==> src/rtl/disp_scan_ctrl_pkg.sv <==
// disp_pkg: shared constants, FSM state type and width helpers for the display scan controller.
package disp_pkg;
  localparam logic [3:0] CODE_OVF = 4'hE;
  typedef enum logic [1:0] {IDLE, CONV, COMMIT} state_e;
  function automatic logic [63:0] pow10(input int n);
    pow10 = 64'd1;
    for (int i = 0; i < n; i++) pow10 = pow10 * 64'd10;
  endfunction
  // At least 1 so single-digit or tiny builds still get a legal vector width.
  function automatic int clog2(input int v);
    clog2 = 1;
    for (int i = 1; i < 31; i++) if ((1 << i) < v) clog2 = i + 1;
  endfunction
endpackage

==> src/rtl/disp_scan_ctrl_if.sv <==
// disp_scan_ctrl_if: load handshake and scanned digit outputs of the display controller.
interface disp_scan_ctrl_if #(parameter int N_DIGITS = 4, parameter int BIN_W = 16);
  logic en, load, hex_mode, blank_lz, busy, ovf, out_blank;
  logic [BIN_W-1:0] bin_in;
  logic [3:0] out_bcd;
  logic [N_DIGITS-1:0] out_sel;
  modport master (output en, load, bin_in, hex_mode, blank_lz,
                  input busy, ovf, out_bcd, out_blank, out_sel);
  modport slave (input en, load, bin_in, hex_mode, blank_lz,
                 output busy, ovf, out_bcd, out_blank, out_sel);
endinterface

==> src/rtl/disp_scan_ctrl_bin2bcd.sv <==
// bin2bcd_seq: sequential shift-add-3 converter, one bit per cycle for BIN_W cycles after start.
module bin2bcd_seq import disp_pkg::*; #(
  parameter int BIN_W = 16,
  parameter int N_DIGITS = 4
) (
  input  logic clk,
  input  logic resetn,
  input  logic start_i,
  input  logic [BIN_W-1:0] bin_i,
  output logic done_o,
  output logic [4*N_DIGITS-1:0] bcd_o
);
  localparam int CW = clog2(BIN_W + 1);
  logic [BIN_W-1:0] sh_q;
  logic [4*N_DIGITS-1:0] acc_q, adj;
  logic [CW-1:0] cnt_q;
  always_comb begin
    adj = acc_q;
    for (int i = 0; i < N_DIGITS; i++)
      adj[4*i+:4] = acc_q[4*i+:4] >= 4'd5 ? acc_q[4*i+:4] + 4'd3 : acc_q[4*i+:4];
  end
  always_ff @(posedge clk or negedge resetn) begin
    if (!resetn) begin
      sh_q <= '0;
      acc_q <= '0;
      cnt_q <= '0;
    end else if (start_i) begin
      sh_q <= bin_i;
      acc_q <= '0;
      cnt_q <= CW'(BIN_W);
    end else if (cnt_q != '0) begin
      {acc_q, sh_q} <= {adj, sh_q} << 1;
      cnt_q <= cnt_q - CW'(1);
    end
  end
  // done marks the cycle doing the final step; the result is in bcd_o from the next cycle on.
  assign done_o = cnt_q == CW'(1);
  assign bcd_o = acc_q;
endmodule

==> src/rtl/disp_scan_ctrl.sv <==
// disp_scan_ctrl: latches a value, converts it to BCD or hex digits and time-multiplexes them one-hot.
module disp_scan_ctrl import disp_pkg::*; #(
  parameter int N_DIGITS = 4,
  parameter int BIN_W = 16,
  parameter int SCAN_DIV = 1000
) (
  input logic clk,
  input logic resetn,
  disp_scan_ctrl_if.slave bus
);
  localparam int DW = 4 * N_DIGITS;
  localparam int IW = clog2(N_DIGITS);
  localparam int PW = clog2(SCAN_DIV);
  localparam logic [IW-1:0] LAST = IW'(N_DIGITS - 1);
  localparam logic [PW-1:0] RELOAD = PW'(SCAN_DIV - 1);
  localparam logic [63:0] LIMIT = pow10(N_DIGITS) - 64'd1;
  state_e state_q;
  logic [BIN_W-1:0] bin_q;
  logic hex_q, blz_q, ovfp_q, busy_q, ovf_q, out_blank_q;
  logic [DW-1:0] disp_q, disp_d, bcd, new_disp;
  logic [BIN_W+DW-1:0] ext;
  logic [N_DIGITS-1:0] blank_q, blank_d, new_blank, out_sel_q;
  logic [IW-1:0] idx_q, idx_d;
  logic [PW-1:0] pre_q, pre_d;
  logic [3:0] out_bcd_q;
  logic over, start, done, commit, tick, nz;
  assign over = 64'(bus.bin_in) > LIMIT;
  assign start = state_q == IDLE && bus.load && !bus.hex_mode && !over;
  bin2bcd_seq #(.BIN_W(BIN_W), .N_DIGITS(N_DIGITS)) u_conv (
    .clk(clk), .resetn(resetn), .start_i(start), .bin_i(bus.bin_in), .done_o(done), .bcd_o(bcd)
  );
  always_comb begin
    ext = {{DW{1'b0}}, bin_q};
    new_disp = hex_q ? ext[DW-1:0] : ovfp_q ? {N_DIGITS{CODE_OVF}} : bcd;
    new_blank = '0;
    nz = 1'b0;
    for (int i = N_DIGITS - 1; i > 0; i--) begin
      nz = nz | (bcd[4*i+:4] != 4'd0);
      new_blank[i] = blz_q && !hex_q && !ovfp_q && !nz;
    end
    commit = state_q == COMMIT;
    disp_d = commit ? new_disp : disp_q;
    blank_d = commit ? new_blank : blank_q;
    tick = bus.en && pre_q == '0;
    pre_d = !bus.en ? pre_q : tick ? RELOAD : pre_q - PW'(1);
    idx_d = !tick ? idx_q : idx_q == LAST ? '0 : idx_q + IW'(1);
  end
  // Digit outputs come from next-state values so select and code change on the same edge.
  always_ff @(posedge clk or negedge resetn) begin
    if (!resetn) begin
      state_q <= IDLE;
      bin_q <= '0;
      hex_q <= 1'b0;
      blz_q <= 1'b0;
      ovfp_q <= 1'b0;
      busy_q <= 1'b0;
      ovf_q <= 1'b0;
      disp_q <= '0;
      blank_q <= '0;
      idx_q <= '0;
      pre_q <= RELOAD;
      out_sel_q <= N_DIGITS'(1);
      out_bcd_q <= '0;
      out_blank_q <= 1'b0;
    end else begin
      disp_q <= disp_d;
      blank_q <= blank_d;
      idx_q <= idx_d;
      pre_q <= pre_d;
      out_sel_q <= N_DIGITS'(1) << idx_d;
      out_bcd_q <= disp_d[4*idx_d+:4];
      out_blank_q <= blank_d[idx_d];
      case (state_q)
        IDLE: if (bus.load) begin
          bin_q <= bus.bin_in;
          hex_q <= bus.hex_mode;
          blz_q <= bus.blank_lz;
          ovfp_q <= !bus.hex_mode && over;
          busy_q <= 1'b1;
          state_q <= bus.hex_mode || over ? COMMIT : CONV;
        end
        CONV: if (done) state_q <= COMMIT;
        COMMIT: begin
          ovf_q <= ovfp_q;
          busy_q <= 1'b0;
          state_q <= IDLE;
        end
        default: state_q <= IDLE;
      endcase
    end
  end
  assign bus.busy = busy_q;
  assign bus.ovf = ovf_q;
  assign bus.out_bcd = out_bcd_q;
  assign bus.out_blank = out_blank_q;
  assign bus.out_sel = out_sel_q;
endmodule

==> src/flat_wrapper.sv <==
// flat-port wrapper written by rule: the top's interface ports become plain ports
module disp_scan_ctrl_flat import disp_pkg::*;
#(
  parameter int N_DIGITS = 4,
  parameter int BIN_W = 16,
  parameter int SCAN_DIV = 1000
)
  (clk, resetn, bus_en, bus_load, bus_bin_in, bus_hex_mode, bus_blank_lz, bus_busy, bus_ovf, bus_out_bcd, bus_out_blank, bus_out_sel);
  disp_scan_ctrl_if #(.N_DIGITS(N_DIGITS), .BIN_W(BIN_W)) bus_i ();
  input logic clk;
  input logic resetn;
  input wire logic [$bits(bus_i.en)-1:0] bus_en;
  input wire logic [$bits(bus_i.load)-1:0] bus_load;
  input wire logic [$bits(bus_i.bin_in)-1:0] bus_bin_in;
  input wire logic [$bits(bus_i.hex_mode)-1:0] bus_hex_mode;
  input wire logic [$bits(bus_i.blank_lz)-1:0] bus_blank_lz;
  output wire logic [$bits(bus_i.busy)-1:0] bus_busy;
  output wire logic [$bits(bus_i.ovf)-1:0] bus_ovf;
  output wire logic [$bits(bus_i.out_bcd)-1:0] bus_out_bcd;
  output wire logic [$bits(bus_i.out_blank)-1:0] bus_out_blank;
  output wire logic [$bits(bus_i.out_sel)-1:0] bus_out_sel;
  assign bus_i.en = bus_en;
  assign bus_i.load = bus_load;
  assign bus_i.bin_in = bus_bin_in;
  assign bus_i.hex_mode = bus_hex_mode;
  assign bus_i.blank_lz = bus_blank_lz;
  assign bus_busy = bus_i.busy;
  assign bus_ovf = bus_i.ovf;
  assign bus_out_bcd = bus_i.out_bcd;
  assign bus_out_blank = bus_i.out_blank;
  assign bus_out_sel = bus_i.out_sel;
  disp_scan_ctrl #(.N_DIGITS(N_DIGITS), .BIN_W(BIN_W), .SCAN_DIV(SCAN_DIV)) u_core (.clk(clk), .resetn(resetn), .bus(bus_i));
endmodule
==> config.mk <==
export PLATFORM = sky130hd
export DESIGN_NAME = disp_scan_ctrl_flat
export DESIGN_NICKNAME = d
export VERILOG_FILES = /design/src/rtl/disp_scan_ctrl_pkg.sv /design/src/rtl/disp_scan_ctrl_if.sv /design/src/rtl/disp_scan_ctrl_bin2bcd.sv /design/src/rtl/disp_scan_ctrl.sv /design/src/flat_wrapper.sv
export SDC_FILE = /design/constraint.sdc
export NUM_CORES = 1
export LEC_CHECK = 0
export CORE_ASPECT_RATIO = 0.8
export CORE_MARGIN = 4
export CORE_UTILIZATION = 53
export CTS_CLUSTER_DIAMETER = 120
export DETAILED_ROUTE_END_ITERATION = 7
export HOLD_SLACK_MARGIN = 0.06
export MAX_ROUTING_LAYER = met4
export PLACE_DENSITY_LB_ADDON = 0.1
export SYNTH_ARGS = -nofsm -noshare
export SYNTH_HDL_FRONTEND = slang
export SYNTH_SLANG_ARGS = --single-unit
==> constraint.sdc <==
create_clock -name clk -period 1.9 [get_ports clk]
set_input_delay 0.19 -clock clk [delete_from_list [all_inputs] [get_ports clk]]
set_output_delay 0.19 -clock clk [all_outputs]
set_load 0.02 [all_outputs]
==> impl_metrics.json, run 1 <==
{
  "grt_first_pass_wirelength_um": 17570,
  "synth_area_um2": 4887,
  "crit_arrival_ns": 2.16,
  "coreArea_um2": 9037,
  "ant_nets": 0,
  "port_buffers": 32,
  "yosysSeqAreaShare_pct": 51.95,
  "path_buf_inv": 0,
  "outcome": "finished clean",
  "cts-root-buf": "clkbuf_16",
  "cts_tree": "built",
  "die_h_um": 93.89,
  "cpMaxStageDelayCell": "nor4b_1",
  "fmax_mhz": 533.2,
  "worstMarginPinSlew_ns": 0.4282,
  "p_leak_nw": 2.874,
  "synth_flop_cell": "dfrtp_1",
  "finalCriticalPeriod_ns": 1.876,
  "synthCells": 505,
  "crit_fanout": 6,
  "cts_buffers": 9,
  "layout.nets": 603,
  "syn-num-nets": 544,
  "diodes": 0,
  "wirelength_um": 10680,
  "crit_chain": "nand2b_1 > nor4b_1 > a21boi_0 > mux2i_1 > mux2_2",
  "critPathTopFamily": "simple AND/OR/NAND/NOR gates",
  "antenna_found_initial": 0,
  "fin_crit_sh_pct": 98.71,
  "cts_sinks": 101,
  "clock_path_buffers": 2,
  "track_usage_pct": 21.31,
  "vias_per_cell": 5.421,
  "worstSetupStartpointType": "register",
  "fp.dieW_um": 115.4,
  "final_util_pct": 65.68,
  "ys_ff_latch": 101,
  "finalSetupViolCount": 0,
  "drt-pass1-iter-count": 4,
  "power_frac_seq_pct": 41.0,
  "cpPeakStageDelay_ns": 0.46,
  "skew_ns": 0.008779,
  "drv_cap": 0,
  "grt_pass1_vias": 3572,
  "ys_warn_count": 0,
  "overflow": 0,
  "multi_input_area_um2": 2210,
  "drtIter0Drc": 297,
  "layout-drive-gt1-share_pct": 14.94,
  "p_switching_mw": 3.086,
  "maxSlewHeadroom_pct": 71.05,
  "rsz0062_at_grt": "yes",
  "combPwrFrac_pct": 37.0,
  "rows": 31,
  "worst_skew_pair.late_latency_ns": 0.35,
  "wl_per_cell_um": 15.61,
  "final_cell_count_no_fill": 684,
  "p_sw_share_pct": 36.12,
  "power_density_nw_per_um2": 1440,
  "ys_types": 48,
  "io_pins": 33,
  "nFillCells": 743,
  "dp_cells": 664,
  "route.vias.total": 3708,
  "post-route-drc-count": 0,
  "regArea_um2": 2539,
  "p_clk_share_pct": 21.9,
  "start_util_pct": 54.08,
  "cts-htree-levels": 3,
  "async_reset_ff_share_pct": 100.0,
  "holdCritPathClass": "input pin to asynchronous set/reset pin",
  "syn-mean-instance-area_um2": 9.678,
  "clkTransAtPathRegs_ns": 0.07,
  "syn_to_final_growth_pct": 21.45,
  "end_kind": "register",
  "cp.required_ns": 2.19,
  "crit_type": "register to register",
  "final_hold_viol_count": 0,
  "die-area_um2": 10830,
  "ir_drop_mv": 0.8652,
  "grt_max_degree": 49,
  "routabilityCongestion": 0.8385,
  "synth_edf_count": 0,
  "intPower_mw": 5.459,
  "hpwl_um": 7550,
  "slew_viol_final": 0
}
## flip-flops by register name, summed over array words and instances (netlist names)
register / count
u_core.bin_q: 16
u_core.disp_q: 16
u_core.u_conv.bcd_o: 16
u_core.u_conv.sh_q: 16
u_core.pre_q: 10
u_core.u_conv.cnt_q: 5
u_core.blank_q: 4
u_core.bus.out_bcd: 4
u_core.bus.out_sel: 4
u_core.idx_q: 2
u_core.state_q: 2
u_core.blz_q: 1
u_core.bus.busy: 1
u_core.bus.out_blank: 1
u_core.bus.ovf: 1
u_core.hex_q: 1
u_core.ovfp_q: 1
## cells in the mapped netlist, drive strengths merged, types with 8 or more instances
master	instances	area, um^2
mux2i	31	322.8
dfstp	9	236.5
nand2	115	431.7
buf	8	43.79
o22ai	9	56.30
a21oi	27	135.1
o21ai	46	230.2
dfrtp	92	2302
nor2	30	112.6
ha	17	212.7
nand3	8	40.04
clkbuf	17	63.81
inv	18	67.56
## worst reg2reg max path, delay by kind of cell, from the launching register on
| kind | cells | cell delay [ns] |
|---|---|---|
| AOI/OAI and AO/OA | 1 | 0.25 |
| DFF | 1 | 0.41 |
| muxes | 2 | 0.37 |
| and+or+nand+nor | 2 | 0.78 |
## stage by stage
step                cell area (um^2)  hold slack (ns)  total power, mW  setup TNS [ns]  worst slack (ns)
finish                          5936           0.3216            8.545               0           0.02446
global route                    5936           0.3402            9.155         -0.1135          -0.09127
CTS                             5886           0.3259            8.528               0          0.007346
detailed placement              5563           0.1524            6.607          -8.632           -0.2672
global placement                5563           0.1535            6.469          -4.226           -0.1293
floorplan                       4893          -0.1056            5.528               0          0.009535
## worst paths after layout
kind / from / end / slack, ns / depth (start not counted)
max in group asynchronous: resetn / u_core.bin_q[12]$_DFFE_PN0P_ / 0.90 / 3
setup reg to reg: u_core.state_q[0]$_DFFE_PN0P_ / u_core.bus.out_blank$_DFF_PN0_ / 0.02 / 5
hold / removal: resetn / u_core.blank_q[3]$_DFF_PN0_ / 0.32 / 2
setup / recovery: u_core.state_q[0]$_DFFE_PN0P_ / u_core.bus.out_blank$_DFF_PN0_ / 0.02 / 5
min in group clk: bus_blank_lz / u_core.blz_q$_DFFE_PN0P_ / 0.39 / 3
hold reg to reg: u_core.bin_q[2]$_DFFE_PN0P_ / u_core.bin_q[2]$_DFFE_PN0P_ / 0.48 / 2
## power by group through the flow
stage	registers (mW)	logic [mW]	clock network, mW
detailed placement	3.54	3.07	0
floorplan	3.52	2.01	0
global route	3.60	3.55	2.00
CTS	3.50	3.11	1.92
finish	3.51	3.16	1.88
global placement	3.51	2.96	0
## layout make-up
| class | instances | area share, % |
|---|---|---|
| Sequential cell | 101 | 42.77 |
| Multi-Input combinational cell | 361 | 37.23 |
| Inverter | 18 | 1.138 |
| Timing Repair Buffer | 73 | 11.28 |
| Tap cell | 115 | 2.424 |
| Clock inverter | 7 | 1.370 |
| Clock buffer | 9 | 3.794 |
## cells by family (layout without fill, tap and decap cells)
family | count (synthesis) | in the layout | share of synthesized area, %
simple gates | 196 | 196 | 18.43
compound gates | 102 | 102 | 12.14
flops | 101 | 101 | 51.95
buf+inv | 43 | 107 | 3.584
mux | 36 | 36 | 7.757
fa+ha+maj | 17 | 17 | 4.352
xor+xnor | 10 | 10 | 1.792
## cells in the final DEF (no fill, tap or decap), types with 3 or more instances in the layout
master	netlist	layout
xnor2_1	7	7
nor3_1	6	6
dfrtp_1	92	92
a21oi_1	27	27
a31oi_1	3	3
o21ai_1	3	3
o22ai_1	9	9
xor2_1	3	3
mux2_2	4	4
dfstp_2	9	9
nand2_1	115	115
mux2i_1	30	30
inv_1	18	16
nand3_1	8	8
nand2b_1	5	5
buf_12	0	3
or2_2	3	3
a211oi_1	5	5
clkdlybuf4s50_1	0	31
buf_4	0	37
nor4_1	4	4
and2_1	6	6
nor2_1	30	30
o21ai_0	43	43
nor4b_1	3	3
a22oi_1	3	3
clkbuf_16	0	9
ha_1	17	16
## per-layer routing
layer,GRT usage (%),up-vias,routed length (um)
li1,-,1830,-
met1,29.85,1775,5159
met2,31.45,90,4853
met3,4.701,13,499
met4,5.963,0,166
met5,-,-,0
## repair_timing
item | 4_1_cts | 5_1_grt
endpoints found under the hold margin | 21 | 0
setup buffers | 0 | 3
endpoints found under the setup margin | 1 | 5
resized for setup | 1 | 6
pin swaps | 0 | 3
hold buffers | 1 | 0
Power figures use the tool's default switching activity.
==> run 2: changes to the inputs <==
- CAP_MARGIN: unset -> 40
- CORE_UTILIZATION: 53 -> 33
- HOLD_SLACK_MARGIN: 0.06 -> unset
==> impl_metrics.json, run 2 (same netlist as run 1, synthesis figures left out) <==
{
  "cp.required_ns": 2.14,
  "syn_to_final_growth_pct": 24.65,
  "holdCritPathClass": "input pin to asynchronous set/reset pin",
  "fp.dieW_um": 144.1,
  "r2r_end": "u_core.bus.out_blank$_DFF_PN0_",
  "route.vias.total": 3681,
  "finalCriticalPeriod_ns": 1.819,
  "finalSetupViolCount": 0,
  "routabilityCongestion": 0.8112,
  "whs_ns": 0.2492,
  "reg2reg_depth": 6,
  "crit_arrival_ns": 2.06,
  "antenna_found_initial": 0,
  "vias_per_cell": 4.882,
  "combPwrFrac_pct": 36.8,
  "cts_buffers": 9,
  "drv_cap": 0,
  "layout_commonest_cell": "nand2_1",
  "cts_tree": "built",
  "layout.nets": 604,
  "total_power_mw": 8.658,
  "cts-htree-levels": 3,
  "fin_crit_sh_pct": 95.75,
  "outcome": "finished clean",
  "r2r_slack_ns": 0.08,
  "start_util_pct": 33.95,
  "power_frac_seq_pct": 40.6,
  "clock_path_buffers": 2,
  "drt-pass1-iter-count": 4,
  "p_clk_share_pct": 22.6,
  "path_buf_inv": 1,
  "hpwl_um": 8121,
  "power_density_nw_per_um2": 1421,
  "place_ws_ns": -0.1828,
  "p_leak_nw": 2.899,
  "worstSetupStartpointType": "register",
  "maxSlewHeadroom_pct": 71.58,
  "final_util_pct": 42.32,
  "port_buffers": 32,
  "cpPeakStageDelay_ns": 0.54,
  "die_h_um": 116.8,
  "drtIter0Drc": 208,
  "grt_max_degree": 54,
  "io_pins": 33,
  "timing.final.ws_setup_ns": 0.08069,
  "slew_viol_final": 0,
  "r2r-start": "u_core.pre_q[0]$_DFFE_PN1P_",
  "layout-drive-gt1-share_pct": 15.26,
  "grt_pass1_vias": 3659,
  "intPower_mw": 5.503,
  "grt_first_pass_wirelength_um": 19030,
  "ant_nets": 0,
  "track_usage_pct": 14.78,
  "critPathTopFamily": "multiplexers",
  "fmax_mhz": 549.7,
  "cpMaxStageDelayCell": "dfstp_2",
  "diodes": 0,
  "crit_fanout": 4,
  "wl_per_cell_um": 15.11,
  "rsz0062_at_grt": "yes",
  "p_sw_share_pct": 36.44,
  "cts_sinks": 101,
  "overflow": 0,
  "final_hold_viol_count": 0,
  "clkTransAtPathRegs_ns": 0.08,
  "coreArea_um2": 14400,
  "cts-root-buf": "clkbuf_16",
  "wirelength_um": 11390,
  "skew_ns": 0.01192,
  "crit_chain": "inv_2 > ha_4 > nand4_4 > mux2i_4 > mux2_4 > mux2_2",
  "mostFrequentLayoutCells": "nand2_1, dfrtp_1, o21ai_0",
  "crit_type": "register to register",
  "die-area_um2": 16830,
  "worst_skew_pair.late_latency_ns": 0.35,
  "ir_drop_mv": 0.5660,
  "worstMarginPinSlew_ns": 0.4258,
  "post-route-drc-count": 0,
  "rows": 39,
  "end_kind": "register",
  "p_switching_mw": 3.155
}
-- run 2: area by class of cell --
| type | count | area (um^2) |
|---|---|---|
| Inverter | 18 | 67.56 |
| Tap cell | 184 | 230.2 |
| Sequential cell | 101 | 2539 |
| Clock inverter | 7 | 92.59 |
| Multi-Input combinational cell | 361 | 2220 |
| Fill cell | 1389 | 8303 |
| Clock buffer | 9 | 225.2 |
| Timing Repair Buffer | 74 | 718.2 |
-- run 2: power by group through the flow --
stage | combinational, mW | sequential [mW] | clock (mW)
finish | 3.19 | 3.51 | 1.95
detailed placement | 3.13 | 3.55 | 0
global route | 3.62 | 3.61 | 2.10
global placement | 3.06 | 3.52 | 0
floorplan | 2.01 | 3.52 | 0
CTS | 3.16 | 3.51 | 2.01
-- run 2: layer usage --
metal	vias to the layer above	track usage (%)	wire, um	part of all wire (%)
li1	1828	-	-	-
met1	1786	21.33	5902	52
met2	59	21.20	4950	43
met3	8	3.168	434	3.8
met4	0	3.701	106	0.93
met5	-	-	0	0
-- run 2: worst max-delay path by stage --
stage               cells past startpoint                        start                           endpoint
detailed placement                      6                bus_bin_in[7]  u_core.u_conv.sh_q[1]$_DFFE_PN0P_
finish                                  6  u_core.pre_q[0]$_DFFE_PN1P_     u_core.bus.out_blank$_DFF_PN0_
floorplan                               6  u_core.pre_q[0]$_DFFE_PN1P_     u_core.bus.out_blank$_DFF_PN0_
global route                            7  u_core.pre_q[3]$_DFFE_PN0P_    u_core.bus.out_bcd[1]$_DFF_PN0_
CTS                                     7  u_core.pre_q[3]$_DFFE_PN0P_    u_core.bus.out_bcd[3]$_DFF_PN0_
global placement                        6                bus_bin_in[6]  u_core.u_conv.sh_q[4]$_DFFE_PN0P_
-- run 2: through the flow --
| stage | cell area, um^2 | std cells | setup TNS [ns] |
|---|---|---|---|
| floorplan | 4893 | 505 | 0 |
| global placement | 5702 | 735 | -4.300 |
| detailed placement | 5702 | 735 | -5.488 |
| CTS | 6041 | 752 | 0 |
| global route | 6092 | 754 | -0.03711 |
| finish | 6092 | 754 | 0 |
-- run 2: worst reg2reg max path: stages, from the launching register on --
cell and delay [ns]:
dfstp_2 0.54, inv_2 0.05, ha_4 0.17, nand4_4 0.10
mux2i_4 0.27, mux2_4 0.31, mux2_2 0.26
-- run 2: timing repair --
action,CTS,global route
hold buffers,1,0
hold endpoints to repair,37,0
resized for setup,2,9
setup buffers,0,2
setup endpoints to repair,1,5
pin swaps,0,3
==> run 3: changes to the inputs <==
- GPL_ROUTABILITY_DRIVEN: unset -> 0
==> results of run 3 <==
Same layout as run 2: the final DEF is identical, and so are final timing and power.
